## src/rtl/sha_job_ctrl_pkg.sv

```systemverilog
// ---------------------------------------------------------------------------
// sha_job_ctrl_pkg
//   Shared definitions for the SHA-256 job sequencer: transaction opcodes,
//   bus module IDs, the sequencer state encoding and the Moore decode of
//   the transaction bus from the current state.
// ---------------------------------------------------------------------------
package sha_job_ctrl_pkg;

   // Transaction opcodes understood by the SHA accelerator.
   localparam logic [1:0] OP_LOAD_KEY     = 2'b00;
   localparam logic [1:0] OP_LOAD_TEXT    = 2'b01;
   localparam logic [1:0] OP_WRITE_RESULT = 2'b10;
   localparam logic [1:0] OP_HASH         = 2'b11;

   // Opcode 00 with source and destination both MEM is never a valid
   // accelerator command, so the SHA treats it as a bus no-op.
   localparam logic [1:0] OP_NOP          = OP_LOAD_KEY;

   // Module IDs on the transaction bus.
   localparam logic [1:0] MEM_ID = 2'b00;
   localparam logic [1:0] SHA_ID = 2'b01;

   typedef enum logic [2:0] {
      IDLE,
      LOAD,
      HASH,
      RESULT,
      ACK,
      DONE
   } state_t;

   typedef struct packed {
      logic [1:0] opcode;
      logic [1:0] source_id;
      logic [1:0] dest_id;
   } xact_t;

   // Transaction bus fields for a given state. The SHA samples the opcode
   // in the very cycle the state changes, so this must stay a pure decode
   // of the state register and never depend on inputs.
   function automatic xact_t xact_decode(input state_t s);
      xact_t x;
      x = '{opcode: OP_NOP, source_id: MEM_ID, dest_id: MEM_ID};
      case (s)
         LOAD:    x = '{opcode: OP_LOAD_TEXT,    source_id: MEM_ID, dest_id: SHA_ID};
         HASH:    x = '{opcode: OP_HASH,         source_id: SHA_ID, dest_id: SHA_ID};
         RESULT:  x = '{opcode: OP_WRITE_RESULT, source_id: SHA_ID, dest_id: MEM_ID};
         default: ;
      endcase
      return x;
   endfunction

endpackage

```

## src/rtl/sha_job_watchdog.sv

```systemverilog
// ---------------------------------------------------------------------------
// sha_job_watchdog
//   Saturating idle-cycle counter used to abort a stalled job phase.
//
//   clk      in   system clock
//   rst_n    in   asynchronous active-low reset
//   clear    in   restart the count (state entry or byte handshake)
//   enable   in   count this cycle (phase is watched)
//   expired  out  count has reached TIMEOUT
// ---------------------------------------------------------------------------
module sha_job_watchdog #(
   parameter int TIMEOUT = 1023
) (
   input  logic clk,
   input  logic rst_n,
   input  logic clear,
   input  logic enable,
   output logic expired
);

   localparam int            W     = $clog2(TIMEOUT + 1);
   localparam logic [W-1:0]  LIMIT = W'(TIMEOUT);

   logic [W-1:0] count;

   // NOTE: sequential state is always written with non-blocking assignments
   // so every flop samples the pre-edge values of its neighbours.
   always_ff @(posedge clk or negedge rst_n) begin
      if (!rst_n) begin
         count <= '0;
      end else if (clear) begin
         count <= '0;
      end else if (enable && (count != LIMIT)) begin
         count <= count + W'(1);
      end
   end

   // Holds at LIMIT once reached; the sequencer leaves the phase on the
   // same edge, and the state change clears the count.
   assign expired = (count == LIMIT);

endmodule

```

## src/rtl/sha_job_ctrl.sv

```systemverilog
// ---------------------------------------------------------------------------
// sha_job_ctrl
//   Job sequencer in front of the SHA-256 accelerator. A start request
//   latches a source and destination address, then the sequencer walks the
//   transaction bus through LOAD_TEXT, HASH, WRITE_RESULT and the ACK
//   handshake, gating the message bytes into the SHA and the digest bytes
//   out of it. Completion (or a watchdog abort) is reported with a one-cycle
//   done pulse, err marking the abort case.
//
//   clk, rst_n                    clock, asynchronous active-low reset
//   start, src_addr, dst_addr     job request and its addresses
//   busy, done, err               job status to the system controller
//   in_data/in_valid/in_ready     message byte stream from memory side
//   out_data/out_valid/out_ready  digest byte stream to memory side
//   sha_data_in/sha_valid_in/sha_ready_in     message bytes into the SHA
//   sha_data_out/sha_data_valid/sha_data_ready digest bytes from the SHA
//   sha_ack_valid/sha_module_id/sha_ack_ready completion ack from the SHA
//   opcode/source_id/dest_id/encdec/addr      transaction bus
// ---------------------------------------------------------------------------
module sha_job_ctrl
   import sha_job_ctrl_pkg::*;
#(
   parameter int MSG_BYTES = 32,
   parameter int DIG_BYTES = 32,
   parameter int HASH_HOLD = 4,
   parameter int TIMEOUT   = 1023
) (
   input  logic        clk,
   input  logic        rst_n,
   input  logic        start,
   input  logic [23:0] src_addr,
   input  logic [23:0] dst_addr,
   output logic        busy,
   output logic        done,
   output logic        err,
   input  logic [7:0]  in_data,
   input  logic        in_valid,
   output logic        in_ready,
   output logic [7:0]  out_data,
   output logic        out_valid,
   input  logic        out_ready,
   output logic [7:0]  sha_data_in,
   output logic        sha_valid_in,
   input  logic        sha_ready_in,
   input  logic [7:0]  sha_data_out,
   input  logic        sha_data_valid,
   output logic        sha_data_ready,
   input  logic        sha_ack_valid,
   input  logic [1:0]  sha_module_id,
   output logic        sha_ack_ready,
   output logic [1:0]  opcode,
   output logic [1:0]  source_id,
   output logic [1:0]  dest_id,
   output logic        encdec,
   output logic [23:0] addr
);

   localparam int                 HOLD_W    = $clog2(HASH_HOLD + 1);
   localparam logic [5:0]         MSG_LAST  = 6'(MSG_BYTES - 1);
   localparam logic [5:0]         DIG_LAST  = 6'(DIG_BYTES - 1);
   localparam logic [HOLD_W-1:0]  HOLD_LAST = HOLD_W'(HASH_HOLD - 1);

   state_t              state;
   state_t              state_next;
   xact_t               xact;
   logic [5:0]          byte_cnt;
   logic [HOLD_W-1:0]   hold_cnt;
   logic [23:0]         src_q;
   logic [23:0]         dst_q;
   logic                aborted;
   logic                abort;
   logic                in_hs;
   logic                out_hs;
   logic                wd_clear;
   logic                wd_enable;
   logic                wd_expired;

   // Byte handshakes only count in the state that owns the stream.
   assign in_hs  = (state == LOAD)   && in_valid && sha_ready_in;
   assign out_hs = (state == RESULT) && sha_data_valid;

   // The watchdog restarts on every state entry and on every byte moved;
   // HASH is a fixed-length hold and is not watched.
   assign wd_clear  = (state_next != state) || in_hs || out_hs;
   assign wd_enable = (state == LOAD) || (state == RESULT) || (state == ACK);

   sha_job_watchdog #(
      .TIMEOUT (TIMEOUT)
   ) u_watchdog (
      .clk     (clk),
      .rst_n   (rst_n),
      .clear   (wd_clear),
      .enable  (wd_enable),
      .expired (wd_expired)
   );

   // ------------------------------------------------------------------
   // State register
   // ------------------------------------------------------------------
   always_ff @(posedge clk or negedge rst_n) begin
      if (!rst_n) begin
         state <= IDLE;
      end else begin
         state <= state_next;
      end
   end

   // ------------------------------------------------------------------
   // Next state and Moore / gated outputs
   // ------------------------------------------------------------------
   always_comb begin
      // NOTE: every output of this block gets a default before the case so
      // no path through it can leave a value held, which would infer a latch.
      state_next     = state;
      abort          = 1'b0;
      sha_data_in    = '0;
      sha_valid_in   = 1'b0;
      in_ready       = 1'b0;
      out_data       = '0;
      out_valid      = 1'b0;
      sha_data_ready = 1'b0;
      sha_ack_ready  = 1'b0;
      addr           = '0;

      case (state)
         IDLE: begin
            if (start) state_next = LOAD;
         end
         LOAD: begin
            sha_data_in  = in_data;
            sha_valid_in = in_valid;
            in_ready     = sha_ready_in;
            addr         = src_q;
            // A byte arriving in the expiry cycle still counts as progress.
            if (in_hs) begin
               if (byte_cnt == MSG_LAST) state_next = HASH;
            end else if (wd_expired) begin
               state_next = DONE;
               abort      = 1'b1;
            end
         end
         HASH: begin
            if (hold_cnt == HOLD_LAST) state_next = RESULT;
         end
         RESULT: begin
            out_data       = sha_data_out;
            out_valid      = sha_data_valid;
            sha_data_ready = out_ready;
            addr           = dst_q;
            if (out_hs) begin
               if (byte_cnt == DIG_LAST) state_next = ACK;
            end else if (wd_expired) begin
               state_next = DONE;
               abort      = 1'b1;
            end
         end
         ACK: begin
            sha_ack_ready = 1'b1;
            // Acks from any other module are not ours and are ignored.
            if (sha_ack_valid && (sha_module_id == SHA_ID)) begin
               state_next = DONE;
            end else if (wd_expired) begin
               state_next = DONE;
               abort      = 1'b1;
            end
         end
         DONE: begin
            state_next = IDLE;
         end
         default: begin
            state_next = IDLE;
         end
      endcase

      xact = xact_decode(state);
   end

   assign opcode    = xact.opcode;
   assign source_id = xact.source_id;
   assign dest_id   = xact.dest_id;
   assign encdec    = 1'b0;

   // busy covers LOAD through DONE, so it drops the cycle after done.
   assign busy = (state != IDLE);
   assign done = (state == DONE);
   assign err  = (state == DONE) && aborted;

   // ------------------------------------------------------------------
   // Job datapath: addresses, byte and hold counters, abort flag
   // ------------------------------------------------------------------
   always_ff @(posedge clk or negedge rst_n) begin
      if (!rst_n) begin
         byte_cnt <= '0;
         hold_cnt <= '0;
         src_q    <= '0;
         dst_q    <= '0;
         aborted  <= 1'b0;
      end else begin
         case (state)
            IDLE: begin
               if (start) begin
                  src_q    <= src_addr;
                  dst_q    <= dst_addr;
                  byte_cnt <= '0;
               end
            end
            LOAD: begin
               if (in_hs) byte_cnt <= byte_cnt + 6'd1;
               if (state_next == HASH) hold_cnt <= '0;
            end
            HASH: begin
               hold_cnt <= hold_cnt + HOLD_W'(1);
               if (hold_cnt == HOLD_LAST) byte_cnt <= '0;
            end
            RESULT: begin
               if (out_hs) byte_cnt <= byte_cnt + 6'd1;
            end
            default: ;
         endcase

         // Remember how DONE was reached so err can be a Moore output.
         if (state_next == DONE) aborted <= abort;
      end
   end

endmodule

```

## config.mk

```make
export PLATFORM = sky130hd
export DESIGN_NAME = sha_job_ctrl
export DESIGN_NICKNAME = d
export VERILOG_FILES = /design/src/rtl/sha_job_ctrl_pkg.sv /design/src/rtl/sha_job_watchdog.sv /design/src/rtl/sha_job_ctrl.sv
export SDC_FILE = /design/constraint.sdc
export NUM_CORES = 1
export LEC_CHECK = 0
export BUFFER_PORTS_ARGS = -buffer_cell sky130_fd_sc_hd__buf_2
export CAP_MARGIN = 20
export CORE_MARGIN = 2
export CORE_UTILIZATION = 30
export DETAILED_ROUTE_END_ITERATION = 8
export PLACE_DENSITY = 0.62
export SYNTH_ARGS = -nofsm -noshare
export SYNTH_HDL_FRONTEND = slang
export SYNTH_HIERARCHICAL = 1
export SYNTH_SLANG_ARGS = --single-unit
```

## constraint.sdc

```tcl
create_clock -name clk -period 4.5 [get_ports clk]
set_input_delay 0.675 -clock clk [delete_from_list [all_inputs] [get_ports clk]]
set_output_delay 0.675 -clock clk [all_outputs]
set_load 0.01 [all_outputs]
```

Word level (Yosys, flattened, before mapping)
Cells that the tools add are included.
{ "classes": {"n_reduce_logical": 18, "muxes": 32, "eq_ne": 18, "n_addsub": 3} }
{ "op_table": {"columns": ["operator", "count"], "rows": [
  ["one-hot mux 24 bit (2 select lines)", 1],
  ["2-to-1 mux 3 bit", 9],
  ["2-to-1 mux 6 bit", 4],
  ["one-hot mux 6 bit (4 select lines)", 1],
  ["2-to-1 mux 10 bit", 2],
  ["one-hot mux 6 bit (3 select lines)", 1],
  ["2-to-1 mux 8 bit", 2],
  ["one-hot mux 3 bit (5 select lines)", 1],
  ["equality test 3 x 2 -> 1 bit, second input constant", 4],
  ["adder 10 x 1 -> 10 bit, second input constant", 1],
  ["equality test 10 bit, second input constant", 1],
  ["inequality test 10 bit, second input constant", 1],
  ["equality test 3 bit, second input constant", 3],
  ["2-to-1 mux 1 bit", 9],
  ["inequality test 2 bit, second input constant", 4],
  ["adder 6 x 1 -> 6 bit, second input constant", 1],
  ["equality test 6 x 5 -> 1 bit, second input constant", 1],
  ["logical AND 1 bit", 6],
  ["one-hot mux 3 bit (2 select lines)", 1],
  ["AND reduction 5 bit", 1],
  ["logical OR 1 bit", 4],
  ["AND reduction 2 bit", 2],
  ["nonzero test 2 bit", 2],
  ["nonzero test 4 bit", 1],
  ["8 further kinds", 8]
]} }
{ "totals": {"input_bits": 74, "wordCells": 78, "ff_bits": 71} }

Depth between registers and ports, before layout
Gate-level depths: netlist (run 1).
{ "logic_depth": {"depth_word": 9, "depth_mapped": 11, "depth_no_buf": 10} }

Cells and area by module
The synthesis (run 1) kept the hierarchy.
{ "modules_own_cells": {"columns": ["mod", "area_each_um2", "cells_per_inst", "seq_area_each_um2", "instances"], "rows": [
  ["sha_job_ctrl", 3185.6, 279, 1526.5, 1],
  ["sha_job_watchdog", 540.5, 57, 250.2, 1]
]} }

Least setup slack after synthesis (run 1)
OpenSTA, ideal clock, no wires.
{ "synth_path": {"path_kind": "reg2reg", "start": "reg u_watchdog.count[0]", "end": "reg u_watchdog.count[3]", "path_buffers": 1, "path_stages_with_launch": 11, "t_arrival_ns": 1.963, "slack_ns": 2.414, "setup_ns": 0.123, "t_required_ns": 4.377, "path_cell_list": "dfrtp_1 > ha_1 > nand3_1 > nor3_1 > inv_1 > a22o_1 > a21oi_1 > clkbuf_1 > nor2b_1 > o21ai_0 > nand2_1"} }
{ "synth_via": {"elab_chain_len": 8} }
{ "synth_lines": {"columns": ["element", "line", "text"], "rows": [
  ["from (decl)", "sha_job_watchdog.sv:24", "logic [W-1:0] count;"],
  ["from (signal assigned)", "sha_job_watchdog.sv:34", "count <= count + W'(1);"],
  ["equality test 10 bit (*)", "sha_job_watchdog.sv:40", "assign expired = (count == LIMIT);"],
  ["via wd_expired", "sha_job_ctrl.sv:76", "logic wd_expired;"],
  ["2-to-1 mux 3 bit (*)", "sha_job_ctrl.sv:137, sha_job_ctrl.sv:152, sha_job_ctrl.sv:162", null],
  ["2-to-1 mux 3 bit, on equally long branches", "sha_job_ctrl.sv:160, sha_job_ctrl.sv:135, sha_job_ctrl.sv:150", null],
  ["one-hot mux 3 bit (5 select lines) (*)", "sha_job_ctrl.sv:125", "case (state)"],
  ["inequality test 3 bit (*)", "sha_job_ctrl.sv:84", "assign wd_clear = (state_next != state) || in_hs || out_hs;"],
  ["logical OR 1 bit (*) (2 in series)", "sha_job_ctrl.sv:84", null],
  ["via wd_clear", "sha_job_ctrl.sv:74", "logic wd_clear;"],
  ["2-to-1 mux 10 bit / nonzero test 2 bit (equally long branches)", null, null]
]} }
The timed path passes the listed nets; every way through them passes the cells marked *. The select of a mux whose other input is x is not followed.
A chain may end at the register's enable or synchronous reset.

Worst setup path in the final report (run 1)
{ "layout_path": {"start": "reg state[1]", "end": "reg src_q[8]"} }
{ "layout_via": {"elab_chain_len": 2} }
{ "layout_lines": {"columns": ["element", "line", "text"], "rows": [
  ["from (decl)", "sha_job_ctrl.sv:63", "state_t state;"],
  ["from (signal assigned)", "sha_job_ctrl.sv:104", "state <= state_next;"],
  ["zero test 3 bit", "sha_job_ctrl.sv:199", "case (state)"],
  ["AND reduction 2 bit (no line)", null, null],
  ["to (signal assigned)", "sha_job_ctrl.sv:202", "src_q <= src_addr;"],
  ["to (decl)", "sha_job_ctrl.sv:68", "logic [23:0] src_q;"]
]} }
Every way passes these cells.

==> results.py, run 1 <==
metrics = {
    "cts": {
        "numCtsBuffers": 9,
        "cts.sinks": 71,
        "cts-resized-gates": 0,
        "htree_num_levels": 3,
        "hold_buffers": 0,
        "cts_post_setup_buffers_inserted": 0,
        "cts_tree": "built",
        "worstSkewPairLatency_ns": 0.33,
        "clk_pin_slew_worst_paths_ns": 0.06,
        "cts_root_buffer": "clkbuf_16",
        "max-clock-path-buffers": 2,
    },
    "routing": {
        "wl_met1_mm": 3.93,
        "met3_length_um": 652,
        "drtPass1Iterations": 4,
        "drt_iter0_drc": 94,
        "dr_wl_met2_mm": 4.04,
        "vias": 2978,
        "antenna_left": 0,
        "wl_per_cell_um": 13.8,
        "routed_wl_mm": 8.71,
        "drcViolationCount": 0,
        "routed.top_layer": "met4",
        "via_per_inst": 4.73,
    },
    "layout": {
        "finalNetCount": 535,
        "layout_commonest_cell": "buf_2",
        "diodes": 0,
        "fillers": 1209,
        "mostFrequentLayoutCells": "buf_2, dfrtp_1, mux2_2",
        "area_growth_pct": 29.2,
        "design_area_sq_mm": 0.00481,
        "drive_gt1_share_pct": 43.7,
    },
    "sta": {
        "worstMarginPinSlew_ns": 0.886,
        "finClkSkew_ns": 0.00413,
        "rsz0062_at_grt": "no",
        "fin_crit_sh_pct": 62.4,
        "drv_slew": 0,
        "fmax_mhz": 356,
        "finalHoldViolations": 0,
        "fin_crit_ns": 2.81,
        "whs_ns": 0.303,
        "setup_tns_ns": 0,
        "maxSlewHeadroom_pct": 40.8,
        "setup_viol": 0,
    },
    "place": {
        "place_area_sq_mm": 0.00447,
        "place_hpwl_mm": 6.24,
        "gp_congestion": 0.817,
        "placement.io_buffers": 125,
    },
    "die": {
        "die-area_sq_mm": 0.0133,
        "die_h_um": 115,
        "fp-row-count": 40,
        "die_x_um": 115,
        "initial_core_util_pct": 30.9,
        "core_area_sq_mm": 0.0121,
        "io_pins": 129,
    },
    "synthesis": {
        "yosys_warnings": 6,
        "yosysUniqueCellTypes": 51,
        "muxShareOfSynthArea_pct": 22.2,
        "synth_compound_area_share_pct": 7.96,
        "synthAdderAreaFrac_pct": 1.34,
        "synth_cells": 336,
        "ys_seq_area_share_pct": 47.7,
        "synth_xor_area_share_pct": 0.470,
        "synth_ff_type": "dfrtp_1",
        "synth_area_sq_mm": 0.00373,
        "synthSimpleGateAreaFrac_pct": 15.9,
        "synth_top_family_by_area": "multiplexers",
        "synth_top_area_share_pct": 47.7,
        "yosys_register_bits": 71,
        "syn_avg_cell_area_sq_um": 11.1,
        "yosysTopAreaCell": "dfrtp_1",
        "async_flop_share_pct": 100,
        "synthTopCellsByArea": "dfrtp_1, mux2_2, mux2i_1",
        "synth_edf_count": 0,
    },
    "grt": {
        "grt_pass1_wl_mm": 13.8,
        "antenna_found_initial": 0,
        "gr-total-overflow": 0,
        "grt_max_degree": 45,
        "track_usage_pct": 13.3,
        "grt_pass1_vias": 2915,
    },
    "pwr": {
        "switchingPower_uw": 809,
        "p_leak_nw": 2.30,
        "p_clk_share_pct": 28.9,
        "power_frac_comb_pct": 31.4,
        "seq_power_share_pct": 39.7,
        "ir_worst_vdd_mv": 0.193,
        "sw_frac_of_total_pct": 30.7,
        "internal-power_mw": 1.83,
        "p_per_area_mw_per_mm2": 548,
        "finalPower_mw": 2.64,
    },
    "flow_run": {
        "drv_cap": 0,
    },
    "critical_path": {
        "required_ns": 4.71,
        "cp_max_fo": 42,
        "cp-end-kind": "register",
        "critPathLaunchType": "register",
        "r2r_slack_ns": 1.69,
        "path_class": "reg2reg",
        "arrival_ns": 3.01,
    },
    "worst_hold_path": {
        "worstHoldPathType": "in2async",
    },
    "run_status": {
        "outcome": "completed",
    },
}
-- metal layers --
layer	up-vias	GRT usage [%]
met3	6	3.82
met1	1418	17.0
met5	-	0
li1	1441	-
met4	0	4.82
met2	113	21.5
-- metrics by stage --
step / utilization (%) / std cells / setup slack [ns]
after CTS: 39.8 / 629 / 1.64
after global placement: 37.1 / 613 / 1.72
final: 39.9 / 630 / 1.69
after global routing: 39.9 / 630 / 1.49
after floorplan: - / 338 / 2.41
after detailed placement: 37.1 / 613 / 1.64
-- flip-flops by register name, summed over array words and instances, names as in the netlist --
signal / cells
byte_cnt: 6
u_watchdog/count: 10
src_q: 24
aborted: 1
hold_cnt: 3
dst_q: 24
state: 3
-- synth_stat cells (7+ instances only) --
library cell / count
dfrtp_1: 71
mux2i_1: 26
nor2_1: 34
and2_1: 13
buf_2: 7
mux2_2: 48
a21oi_1: 11
inv_1: 7
o21ai_0: 11
nand2_1: 9
and3_1: 16
-- power groups by stage --
stage | combinational [mW] | clock [mW] | sequential (mW)
6_report | 0.828 | 0.763 | 1.05
3_3_place_gp | 0.820 | 0 | 1.05
4_1_cts | 0.844 | 0.782 | 1.05
3_5_place_dp | 0.839 | 0 | 1.06
5_1_grt | 0.927 | 0.811 | 1.09
2_1_floorplan | 0.601 | 0 | 0.998
-- final cells by class --
| class | instances | area [sq um] | share of cell area [%] |
|---|---|---|---|
| flip-flops and latches | 71 | 1780 | 36.9 |
| repair buffers | 130 | 676 | 14.0 |
| clock inverters | 5 | 82.6 | 1.72 |
| inverters | 7 | 26.3 | 0.546 |
| multi-input cells | 238 | 1800 | 37.4 |
| well taps | 168 | 210 | 4.37 |
| clock buffers | 11 | 243 | 5.04 |
-- critical path, cell delays in order, from the launching register on --
cell and delay, ns:
dfrtp_2 0.71, or3_1 0.50, nor2_4 0.70, buf_4 0.39, mux2_2 0.36
-- worst paths after layout --
kind	from	end	cells after the start
max in group asynchronous	rst_n	state[1]$_DFF_PN0_	3
min in group clk	hold_cnt[1]$_DFFE_PN0P_	hold_cnt[1]$_DFFE_PN0P_	1
worst min-delay path	rst_n	aborted$_DFFE_PN0N_	1
worst max register to register	state[1]$_DFF_PN0_	src_q[8]$_DFFE_PN0P_	4
worst min register to register	hold_cnt[1]$_DFFE_PN0P_	hold_cnt[1]$_DFFE_PN0P_	1
worst max-delay path	state[1]$_DFF_PN0_	src_q[8]$_DFFE_PN0P_	4
-- cells by family after synthesis --
kind of cell,Yosys count
compound gates,42
buf+inv,29
flops,71
mux,76
other cells,1
fa+ha+maj,4
xor+xnor,2
simple gates,111
(Power assumes the default switching activity.)
==> inputs of run 2 (changes only) <==
==> constraint.sdc (replaced) <==
create_clock -name clk -period 2.6 [get_ports clk]
set_input_delay 0.39 -clock clk [delete_from_list [all_inputs] [get_ports clk]]
set_output_delay 0.39 -clock clk [all_outputs]
set_load 0.01 [all_outputs]
==> results.py, run 2 (synthesized netlist as in run 1, its figures left out) <==
metrics = {
    "run_status": {
        "outcome": "completed",
    },
    "routing": {
        "met3_length_um": 536,
        "dr_wl_met2_mm": 4.03,
        "wl_met1_mm": 3.85,
        "drtPass1Iterations": 4,
        "drt_iter0_drc": 112,
        "routed_wl_mm": 8.60,
        "routed.top_layer": "met4",
        "wl_per_cell_um": 13.5,
        "via_per_inst": 4.74,
        "antenna_left": 0,
        "drcViolationCount": 0,
        "vias": 3021,
    },
    "pwr": {
        "p_leak_nw": 2.36,
        "switchingPower_mw": 1.38,
        "sw_frac_of_total_pct": 29.7,
        "internal-power_mw": 3.26,
        "seq_power_share_pct": 38.5,
        "power_frac_comb_pct": 31.8,
        "p_clk_share_pct": 29.6,
        "ir_worst_vdd_mv": 0.497,
        "p_per_area_mw_per_mm2": 948,
    },
    "grt": {
        "track_usage_pct": 13.3,
        "grt_pass1_wl_mm": 13.8,
        "antenna_found_initial": 0,
        "grt_pass1_vias": 2939,
        "gr-total-overflow": 0,
        "grt_max_degree": 49,
    },
    "die": {
        "io_pins": 129,
        "core_area_sq_mm": 0.0121,
        "die_x_um": 115,
        "die-area_sq_mm": 0.0133,
        "die_h_um": 115,
        "initial_core_util_pct": 30.9,
        "fp-row-count": 40,
    },
    "sta": {
        "setup_tns_ns": 0,
        "maxSlewHeadroom_pct": 59.6,
        "drv_slew": 0,
        "fmax_mhz": 405,
        "setup_slack_ns": 0.130,
        "worstMarginPinSlew_ns": 0.606,
        "setup_viol": 0,
        "fin_crit_ns": 2.47,
        "whs_ns": 0.0736,
        "fin_crit_sh_pct": 95.0,
        "rsz0062_at_grt": "no",
        "finClkSkew_ns": 0.00715,
        "finalHoldViolations": 0,
    },
    "layout": {
        "finalNetCount": 542,
        "area_growth_pct": 31.5,
        "final_util_pct": 40.6,
        "design_area_sq_mm": 0.00490,
        "drive_gt1_share_pct": 44.6,
        "top_regs": "dst_q (24), src_q (24), u_watchdog/count (10)",
        "mostFrequentLayoutCells": "buf_2, dfrtp_1, mux2_2",
        "diodes": 0,
        "layout_commonest_cell": "buf_2",
    },
    "critical_path": {
        "required_ns": 2.21,
        "arrival_ns": 2.08,
        "cp_max_fo": 30,
        "r2r_slack_ns": 0.34,
        "cp-end-kind": "output port",
        "critPathLaunchType": "register",
        "path_class": "reg2out",
    },
    "place": {
        "post-place-ws_ns": 0.350,
        "placement.io_buffers": 125,
        "place_area_sq_mm": 0.00455,
        "place_hpwl_mm": 6.23,
        "gp_congestion": 0.833,
    },
    "cts": {
        "worstSkewPairLatency_ns": 0.33,
        "clk_pin_slew_worst_paths_ns": 0.06,
        "cts_tree": "built",
        "cts-resized-gates": 0,
        "cts.sinks": 71,
        "numCtsBuffers": 9,
        "max-clock-path-buffers": 2,
        "cts_root_buffer": "clkbuf_16",
        "cts_post_setup_buffers_inserted": 0,
        "htree_num_levels": 3,
        "hold_buffers": 0,
    },
    "flow_run": {
        "drv_cap": 0,
    },
    "worst_hold_path": {
        "worstHoldPathType": "in2async",
    },
}
==> run 2: cell types whose count changed in the layout (fill, tap and decap cells not counted), sizes merged <==
cell,previous run,this run
buf,130,137
clkbuf,11,14
clkinvlp,3,0
==> run 2: final timing paths <==
kind / from / end / cells past startpoint
worst max-delay path: state[2]$_DFF_PN0_ / sha_data_in[4] / 6
worst min-delay path: rst_n / state[1]$_DFF_PN0_ / 1
worst max register to register: hold_cnt[0]$_DFFE_PN0P_ / u_watchdog/count[3]$_DFFE_PN0P_ / 7
worst min register to register: src_q[16]$_DFFE_PN0P_ / src_q[16]$_DFFE_PN0P_ / 1
max in group asynchronous: rst_n / dst_q[7]$_DFFE_PN0P_ / 2
min in group clk: src_addr[16] / src_q[16]$_DFFE_PN0P_ / 2
==> run 2: cell type report <==
class	count	area [sq um]
Fill cell	1182	7160
Multi-Input combinational cell	238	1800
Sequential cell	71	1780
Timing Repair Buffer	137	741
Clock buffer	14	284
Tap cell	168	210
Clock inverter	2	60.1
Inverter	7	26.3
==> run 2: critical path, stage by stage, from the launching register on <==
cell and delay [ns]:
dfrtp_1 0.43, buf_4 0.19, nand2b_1 0.16, buf_4 0.27, nor2_1 0.39, and2_1 0.19, buf_2 0.13
==> run 2: power groups by stage <==
stage	clock (mW)	combinational (mW)	sequential (mW)
4_1_cts	1.42	1.51	1.79
3_3_place_gp	0	1.46	1.78
2_1_floorplan	0	1.04	1.73
6_report	1.38	1.48	1.79
5_1_grt	1.47	1.66	1.86
3_5_place_dp	0	1.50	1.81
==> run 2: per-layer routing <==
metal / GRT usage (%) / vias up
li1: - / 1450
met1: 16.2 / 1458
met2: 22.1 / 102
met3: 3.03 / 11
met4: 6.59 / 0
met5: 0 / -
==> run 2: metrics by stage <==
step | total power, mW | cells
floorplan | 2.77 | 338
global placement | 3.24 | 621
detailed placement | 3.31 | 621
CTS | 4.72 | 637
global route | 4.98 | 637
finish | 4.65 | 637
